===== src/rtl/logip_mem_pkg.sv =====
// logip_mem_pkg: shared definitions for the small LUT-RAM memory blocks.
//   rd_mode_e  selects how a memory block presents read data:
//              RD_COMB - combinational read, data valid in the pop cycle
//              RD_REG  - registered read, data valid one cycle after the pop
package logip_mem_pkg;

   typedef enum logic [0:0] {
      RD_COMB = 1'b0,
      RD_REG  = 1'b1
   } rd_mode_e;

endpackage


===== src/rtl/lutram_ring_if.sv =====
// lutram_ring_if: data/handshake bundle of the circular sample buffer.
//   clr_i       synchronous clear of pointers/count/flags
//   wr_i, d_i   push request and write data (never refused)
//   rd_i        pop request (ignored when empty)
//   d_o         read data
//   rd_valid_o  d_o holds a popped entry this cycle
//   cnt_o       entries stored, 0..2**DEPTH
//   empty_o     no entries stored
//   full_o      2**DEPTH entries stored
//   wrapped_o   sticky: an unread entry was overwritten since the last clear
// The buffer takes the slave modport, its user the master modport.
interface lutram_ring_if #(
   parameter int unsigned WIDTH = 32,
   parameter int unsigned DEPTH = 3
);

   logic             clr_i;
   logic             wr_i;
   logic [WIDTH-1:0] d_i;
   logic             rd_i;
   logic [WIDTH-1:0] d_o;
   logic             rd_valid_o;
   logic [DEPTH:0]   cnt_o;
   logic             empty_o;
   logic             full_o;
   logic             wrapped_o;

   modport master (
      output clr_i, wr_i, d_i, rd_i,
      input  d_o, rd_valid_o, cnt_o, empty_o, full_o, wrapped_o
   );

   modport slave (
      input  clr_i, wr_i, d_i, rd_i,
      output d_o, rd_valid_o, cnt_o, empty_o, full_o, wrapped_o
   );

endinterface


===== src/rtl/lutram_ring_dp.sv =====
// lutram_ring_dp: storage array of the ring (distributed RAM, no reset).
//   clk_i    write clock
//   we_i     write enable
//   waddr_i  write address
//   wdata_i  write data
//   raddr_i  asynchronous read address
//   rdata_o  asynchronous read data (returns the pre-write value when
//            raddr_i == waddr_i in a write cycle)
module lutram_dp #(
   parameter int unsigned WIDTH = 32,
   parameter int unsigned DEPTH = 3
) (
   input  logic             clk_i,
   input  logic             we_i,
   input  logic [DEPTH-1:0] waddr_i,
   input  logic [WIDTH-1:0] wdata_i,
   input  logic [DEPTH-1:0] raddr_i,
   output logic [WIDTH-1:0] rdata_o
);

   logic [WIDTH-1:0] mem_q [2**DEPTH];

   always_ff @(posedge clk_i) begin
      if (we_i) begin
         mem_q[waddr_i] <= wdata_i;
      end
   end

   assign rdata_o = mem_q[raddr_i];

endmodule


===== src/rtl/lutram_ring.sv =====
// lutram_ring: circular sample buffer on distributed RAM. Single-clock FIFO whose
// writer is never blocked: a write into a full buffer overwrites the oldest entry,
// and reads keep returning data oldest-first.
//   clk_i   system clock
//   rst_in  synchronous active-low reset (RAM contents are not reset)
//   bus     lutram_ring_if slave modport (push/pop/clear, data, status)
// Parameters: WIDTH data bits, DEPTH address bits (N = 2**DEPTH entries),
// REG_OUT 1 = registered read (1-cycle latency), 0 = combinational read.
module lutram_ring
   import logip_mem_pkg::*;
#(
   parameter int unsigned WIDTH   = 32,
   parameter int unsigned DEPTH   = 3,
   parameter int unsigned REG_OUT = 1
) (
   input  logic         clk_i,
   input  logic         rst_in,
   lutram_ring_if.slave bus
);

   localparam int unsigned N       = 2 ** DEPTH;
   localparam rd_mode_e    RdMode  = (REG_OUT != 0) ? RD_REG : RD_COMB;
   localparam logic [DEPTH:0] CntFull = (DEPTH + 1)'(N);

   logic [DEPTH-1:0] wptr_q, wptr_d;
   logic [DEPTH-1:0] rptr_q, rptr_d;
   logic [DEPTH:0]   cnt_q, cnt_d;
   logic             wrapped_q, wrapped_d;

   logic             empty, full;
   logic             push, pop;
   logic [WIDTH-1:0] rdata;

   assign empty = (cnt_q == '0);
   assign full  = (cnt_q == CntFull);

   // Clear drops both requests; a pop from an empty buffer is ignored. Gating
   // with rst_in keeps a pop from being reported in a reset cycle.
   assign push = bus.wr_i & ~bus.clr_i & rst_in;
   assign pop  = bus.rd_i & ~bus.clr_i & ~empty & rst_in;

   lutram_dp #(
      .WIDTH (WIDTH),
      .DEPTH (DEPTH)
   ) u_ram (
      .clk_i   (clk_i),
      .we_i    (push),
      .waddr_i (wptr_q),
      .wdata_i (bus.d_i),
      .raddr_i (rptr_q),
      .rdata_o (rdata)
   );

   always_comb begin
      wptr_d    = wptr_q;
      rptr_d    = rptr_q;
      cnt_d     = cnt_q;
      wrapped_d = wrapped_q;
      if (bus.clr_i) begin
         wptr_d    = '0;
         rptr_d    = '0;
         cnt_d     = '0;
         wrapped_d = 1'b0;
      end else begin
         if (push) wptr_d = wptr_q + 1'b1;
         if (pop)  rptr_d = rptr_q + 1'b1;
         case ({push, pop})
            2'b10: begin
               if (full) begin
                  // Overwrite of an unread entry: drop the oldest one.
                  rptr_d    = rptr_q + 1'b1;
                  wrapped_d = 1'b1;
               end else begin
                  cnt_d = cnt_q + 1'b1;
               end
            end
            2'b01:   cnt_d = cnt_q - 1'b1;
            // Push+pop (also when full): the slot being written was just consumed.
            default: ;
         endcase
      end
   end

   always_ff @(posedge clk_i) begin
      if (!rst_in) begin
         wptr_q    <= '0;
         rptr_q    <= '0;
         cnt_q     <= '0;
         wrapped_q <= 1'b0;
      end else begin
         wptr_q    <= wptr_d;
         rptr_q    <= rptr_d;
         cnt_q     <= cnt_d;
         wrapped_q <= wrapped_d;
      end
   end

   if (RdMode == RD_REG) begin : g_rd_reg
      logic [WIDTH-1:0] d_q;
      logic             rd_valid_q;

      always_ff @(posedge clk_i) begin
         if (!rst_in) begin
            d_q        <= '0;
            rd_valid_q <= 1'b0;
         end else begin
            rd_valid_q <= pop;
            // d_o holds the last popped value between pops.
            if (pop) d_q <= rdata;
         end
      end

      assign bus.d_o        = d_q;
      assign bus.rd_valid_o = rd_valid_q;
   end else begin : g_rd_comb
      assign bus.d_o        = pop ? rdata : '0;
      assign bus.rd_valid_o = pop;
   end

   assign bus.cnt_o     = cnt_q;
   assign bus.empty_o   = empty;
   assign bus.full_o    = full;
   assign bus.wrapped_o = wrapped_q;

endmodule

===== src/flat_wrapper.sv =====
// flat-port wrapper written by rule: the top's interface ports become plain ports
module lutram_ring_flat import logip_mem_pkg::*;
#(
   parameter int unsigned WIDTH   = 32,
   parameter int unsigned DEPTH   = 3,
   parameter int unsigned REG_OUT = 1
)
  (clk_i, rst_in, bus_clr_i, bus_wr_i, bus_d_i, bus_rd_i, bus_d_o, bus_rd_valid_o, bus_cnt_o, bus_empty_o, bus_full_o, bus_wrapped_o);
  lutram_ring_if #(.WIDTH(WIDTH), .DEPTH(DEPTH)) bus_i ();
  input  logic clk_i;
  input  logic rst_in;
  input wire logic [$bits(bus_i.clr_i)-1:0] bus_clr_i;
  input wire logic [$bits(bus_i.wr_i)-1:0] bus_wr_i;
  input wire logic [$bits(bus_i.d_i)-1:0] bus_d_i;
  input wire logic [$bits(bus_i.rd_i)-1:0] bus_rd_i;
  output wire logic [$bits(bus_i.d_o)-1:0] bus_d_o;
  output wire logic [$bits(bus_i.rd_valid_o)-1:0] bus_rd_valid_o;
  output wire logic [$bits(bus_i.cnt_o)-1:0] bus_cnt_o;
  output wire logic [$bits(bus_i.empty_o)-1:0] bus_empty_o;
  output wire logic [$bits(bus_i.full_o)-1:0] bus_full_o;
  output wire logic [$bits(bus_i.wrapped_o)-1:0] bus_wrapped_o;
  assign bus_i.clr_i = bus_clr_i;
  assign bus_i.wr_i = bus_wr_i;
  assign bus_i.d_i = bus_d_i;
  assign bus_i.rd_i = bus_rd_i;
  assign bus_d_o = bus_i.d_o;
  assign bus_rd_valid_o = bus_i.rd_valid_o;
  assign bus_cnt_o = bus_i.cnt_o;
  assign bus_empty_o = bus_i.empty_o;
  assign bus_full_o = bus_i.full_o;
  assign bus_wrapped_o = bus_i.wrapped_o;
  lutram_ring #(.WIDTH(WIDTH), .DEPTH(DEPTH), .REG_OUT(REG_OUT)) u_core (.clk_i(clk_i), .rst_in(rst_in), .bus(bus_i));
endmodule

===== config.mk =====
export PLATFORM = sky130hd
export DESIGN_NAME = lutram_ring_flat
export DESIGN_NICKNAME = d
export VERILOG_FILES = /design/src/rtl/logip_mem_pkg.sv /design/src/rtl/lutram_ring_if.sv /design/src/rtl/lutram_ring_dp.sv /design/src/rtl/lutram_ring.sv /design/src/flat_wrapper.sv
export SDC_FILE = /design/constraint.sdc
export NUM_CORES = 1
export LEC_CHECK = 0
export CAP_MARGIN = 20
export CORE_MARGIN = 2
export CORE_UTILIZATION = 65
export CTS_BUF_LIST = sky130_fd_sc_hd__clkbuf_2
export CTS_CLUSTER_SIZE = 10
export DETAILED_ROUTE_END_ITERATION = 8
export PLACE_DENSITY = 0.95
export SLEW_MARGIN = 25
export SYNTH_ARGS = -nofsm -noshare
export SYNTH_HDL_FRONTEND = slang
export SYNTH_SLANG_ARGS = --single-unit

===== constraint.sdc =====
create_clock -name clk_i -period 9.3 [get_ports clk_i]
set_clock_uncertainty 0.2 [all_clocks]
set_input_delay 1.86 -clock clk_i [delete_from_list [all_inputs] [get_ports clk_i]]
set_output_delay 1.86 -clock clk_i [all_outputs]
set_load 0.005 [all_outputs]

Word level (Yosys, flattened, before mapping). Memory sizes are Yosys's and may differ from the RTL's. A register that Yosys moved wholly into a read port is not among the register bits. Cells that the tools add are included.

Add/sub/neg operators: 4. Multiply operators: 0. Div/mod/pow operators: 0. Magnitude comparators: 0. Equality and inequality tests: 4. Shifts and indexed selects: 0. Mux-type cells: 7. Bitwise logic cells: 8. Reduce and logical (&&, ||, !) cells: 6.

Operators by type and width (count): $mux 3 (3); $pmux 4 s2 (1); $add 3x1->3 const B (2); $and 1x1->1 (5); $add 4x1->4 const B (1); $eq 4x4->1 const B (1); $logic_not 4->1 (1); $mux 4 (1); $reduce_and 2->1 (2); $sub 4x1->4 const B (1); $not 1->1 (3); $eq 2x1->1 const B (1); $eq 2x2->1 const B (1); $mux 1 (2); $ne 2x2->1 const B (1); $reduce_bool 2->1 (1); $reduce_or 2->1 (1); $logic_not 1->1 (1).

Register bits: 12. Latch bits: 0. Memory bits (writable): 256. Bits in read-only memories: 0. Bits of input ports: 37. Output and inout port bits: 40. Logic and storage cells: 35. Memories: 1.

Memories: u_core.u_ram.mem_q (depth 8, width 32, read ports 1, clocked after Yosys merged registers in 1, write ports 1, line lutram_ring_dp.sv:21) `logic [WIDTH-1:0] mem_q [2**DEPTH];`.

Depth between registers and ports, before layout.
Word-level depth: 7. Depth in mapped cells: 10. Mapped depth without buffers: 8.

Hierarchy. From an unflattened synthesis, not the netlist that was laid out.

Cells, all modules: 594. Area, all modules: 11690.0 sq um.

Modules (own cells, without submodules): lutram_dp (instances 1, cells an instance 383, area an instance 9825.7 sq um, seq. area each 7687.4 sq um); lutram_ring (instances 1, cells an instance 211, area an instance 1864.3 sq um, seq. area each 880.8 sq um).

Worst setup path before layout. OpenSTA, ideal clock, no wires.

Kind: input-to-reg. Start point: input port bus_wr_i. End point: memory u_core.u_ram.mem_q[1][0], enable pin. Library setup time: 461 ps. Data arrival time: 4628 ps. Setup slack: 4011 ps. Stages: 3. Buffers on the path: 1. Path through: clkbuf_1 -> nand3_1 -> nor3_1.

Word-level cells in the longest chain between the ends: 4.

RTL lines: start: declaration (line flat_wrapper.sv:13) `input wire logic [$bits(bus_i.wr_i)-1:0] bus_wr_i;`; $and 1x1->1 (2 in a row) (line lutram_ring.sv:39) `assign push = bus.wr_i & ~bus.clr_i & rst_in;`; $mux 1 (line lutram_ring_dp.sv:24) `if (we_i) begin`; $mux 1 (implied by the code) (line lutram_ring_dp.sv:25) `mem_q[waddr_i] <= wdata_i;`; end: declaration (line lutram_ring_dp.sv:21).

Every way passes these cells.

Final worst setup path.
Start point: register u_core.cnt_q[1], in the netlist u_core.bus.cnt_o[1]. End point: output port bus_empty_o.

Word-level cells in the longest chain between the ends: 1.

RTL lines: start: declaration (line lutram_ring.sv:27) `logic [DEPTH:0] cnt_q, cnt_d;`; start signal: assignment (line lutram_ring.sv:93) `cnt_q <= cnt_d;`; $logic_not 4->1 (line lutram_ring.sv:34) `assign empty = (cnt_q == '0);`; end: declaration (line flat_wrapper.sv:19) `output wire logic [$bits(bus_i.empty_o)-1:0] bus_empty_o;`.

Every way passes these cells.

==> flow_summary.yaml <==
outcome:
  status: "completed"
sta:
  setup_violations: 0
  slew_headroom_pct: 41.62
  drv_slew: 0
  holdWs_ns: 0.2962
  fin_crit_ns: 4.471
  tns_ns: 0
  min_period_over_period_pct: 48.08
  hold_viol: 0
  layout_setup_ws_ns: 4.829
  tightest_slew_ns: 0.8757
  fmax_mhz: 223.6
  rsz0062_at_grt: "false"
floorplan:
  pin_count: 77
  fp-row-count: 48
  chipHeight_um: 135.7
  die-area_um2: 18400
  die_x_um: 135.7
  core-area_um2: 17120
  start_util_pct: 65.82
hold_path:
  hp-class: "register to register"
  holdPathStages: 2
  min_from: "u_core.bus.wrapped_o$_SDFFE_PP0P_"
  min_delay_worst_endpoint: "u_core.bus.wrapped_o$_SDFFE_PP0P_"
power_and_ir_drop:
  combPwrFrac_pct: 3.5
  power.leakage_nw: 4.183
  total_power_mw: 2.359
  pwr-share-seq_pct: 62.4
  power_switching_mw: 0.5340
  p_per_area_nw_per_um2: 180.6
  sw_frac_of_total_pct: 22.64
  irDropWorstVdd_mv: 0.1111
  clockPowerShare_pct: 34.1
  internal-power_mw: 1.825
place:
  dpl.hpwl_mm: 12.28
  gp_congestion: 0.8148
  portBuffers: 76
  place_worst_setup_slack_ns: 4.150
synthesis:
  yosysWarnings: 0
  synth_seq_area_share_pct: 76.06
  synthesis.area_um2: 11270
  syn_inst: 558
  syn_nets: 598
  syn_area_per_cell_um2: 20.19
  ys_types: 39
  ys_async_sr_fraction_pct: 0
  synth_edf_count: 256
  ys_ff_latch: 300
  synth_top_flop_cell: "edfxtp_1"
route:
  drt_wl_total_mm: 22.38
  vias_per_cell: 6.144
  wl_met3_mm: 1.348
  via_count: 5947
  drtAntennaViolNets: 0
  drtIter0Drc: 516
  wl_per_cell_um: 23.12
  drtPass1Iterations: 5
  dr_wl_met2_mm: 11.89
  dr.max_layer_used: "met4"
  drcViolationCount: 0
  wl_met1_mm: 8.630
clocking:
  post_cts_buffers: 0
  cts.sinks: 300
  clock-root-buffer: "clkbuf_2"
  clk_latency_ns: 0.82
  path_clk_slew_ns: 0.11
  cts_buffer_depth: 3
  cts_resized: 0
  cts_buffers: 71
  cts_hold_buffers: 0
  htree_num_levels: 3
  cts_tree: "yes"
critical_path:
  worst_ep_required_time_ns: 7.24
  critPathKind: "register to primary output"
  end_kind: "primary output"
  crit_arrival_ns: 2.41
  r2r_cells: 4
  worstReg2RegEnd: "u_core.bus.d_o[20]$_SDFFE_PN0P_"
  regToRegSetupSlack_ns: 6.49
  cp-start-kind: "register"
  path_cells: "or4_4, inv_2, clkdlybuf4s50_1"
  max_stage_delay_ns: 0.58
  slowest_stage: "or4_4"
  r2r_start: "u_core.rptr_q[0]$_SDFF_PP0_"
  cp_max_fo: 8
final_layout:
  fin_nets: 730
  final_cell_mix: "256 x edfxtp_1, 115 x clkbuf_2, 76 x clkdlybuf4s50_1, 64 x mux4_2, 41 x dfxtp_1"
  syn2layout_area_growth_pct: 15.90
  nFillCells: 911
  layout_commonest_cell: "edfxtp_1"
  layout-drive-gt1-share_pct: 28.71
grt:
  grt_pass1_vias: 6274
  antenna_found_initial: 1
  grt_usage_pct: 24.79
  grt_pass1_wl_mm: 33.52
  gr-total-overflow: 0
  grt_max_degree: 46
run:
  drv_cap: 0
==> worst max-delay path: cells and delay by family (launching register included) <==
family	cells	cell delay, ns
DFF	1	0.42
buffers and inverters	2	0.62
and+or+nand+nor	1	0.58
==> cells by family (layout without fill, tap and decap cells) <==
logic type	Yosys count	in the layout	synth area share, %
AOI/OAI and AO/OA	76	76	3.676
xor gates and xnor gates	5	5	0.3888
adders and majority gates	3	3	0.3332
buffers and inverters	34	218	1.599
DFF	300	300	76.06
muxes	100	100	16.10
other	0	1	0
and+or+nand+nor	40	40	1.844
==> per-stage QoR <==
step,util [%],area [um2],cells
after floorplan,-,11270,558
after global placement,71.64,12260,835
after detailed placement,71.64,12260,835
after CTS,75.22,12870,960
after global routing,76.29,13060,968
final,76.29,13060,968
==> synthesized netlist by cell type, types with 4 or more instances <==
cell type | number | area share (%)
a21oi_1 | 34 | 1.5
buf_2 | 9 | 0.40
buf_6 | 5 | 0.50
clkbuf_1 | 14 | 0.47
dfxtp_1 | 44 | 7.8
edfxtp_1 | 256 | 68
mux2i_1 | 35 | 3.1
mux4_2 | 64 | 13
nand2b_1 | 4 | 0.22
nand3_1 | 4 | 0.18
nor2_1 | 15 | 0.50
o21ai_0 | 13 | 0.58
o21ai_1 | 20 | 0.89
==> worst max path at each step <==
stage | from | endpoint | slack, ns | depth (start not counted)
after floorplan | bus_wr_i | u_core.u_ram.mem_q[1][0]$_DFFE_PP_ | 4.01 | 3
after global placement | rst_in | u_core.u_ram.mem_q[5][14]$_DFFE_PP_ | 4.31 | 5
after detailed placement | rst_in | u_core.u_ram.mem_q[7][19]$_DFFE_PP_ | 4.15 | 5
after CTS | u_core.bus.cnt_o[0]$_SDFFE_PP0P_ | bus_empty_o | 4.77 | 3
after global routing | u_core.bus.cnt_o[1]$_SDFFE_PP0P_ | bus_empty_o | 4.73 | 3
final | u_core.bus.cnt_o[1]$_SDFFE_PP0P_ | bus_empty_o | 4.83 | 3
==> power by group through the flow <==
stage	Combinational [mW]	Sequential, mW	Clock [mW]
after floorplan	0.0390	1.50	0
after global placement	0.0771	1.50	0
after detailed placement	0.0818	1.50	0
after CTS	0.0821	1.47	0.820
after global routing	0.0895	1.47	0.886
final	0.0827	1.47	0.804
==> routing by layer <==
layer	vias up	GRT usage, %
met5	-	0
met3	51	5.499
met1	3036	31.47
li1	2585	-
met4	0	11.52
met2	275	41.44
==> flip-flops by register name, indices dropped and copies added, names as in the netlist <==
signal and cells:
u_core.u_ram.mem_q 256, u_core.bus.d_o 32, u_core.rptr_q 3, u_core.bus.rd_valid_o 1, u_core.bus.cnt_o 4, u_core.bus.wrapped_o 1
u_core.wptr_q 3
==> layout make-up <==
| type | instances | area, um2 | share of cell area [%] |
|---|---|---|---|
| antenna | 1 | 2.502 | 0.01916 |
| clock buffer | 115 | 575.6 | 4.408 |
| clock inverter | 10 | 37.54 | 0.2875 |
| inverter | 2 | 7.507 | 0.05749 |
| multi-input combinational | 224 | 2577 | 19.74 |
| sequential | 300 | 8574 | 65.67 |
| tap | 225 | 281.5 | 2.156 |
| timing repair buffer | 91 | 1001 | 7.666 |
Note: power is estimated with default switching activity, not from simulation.
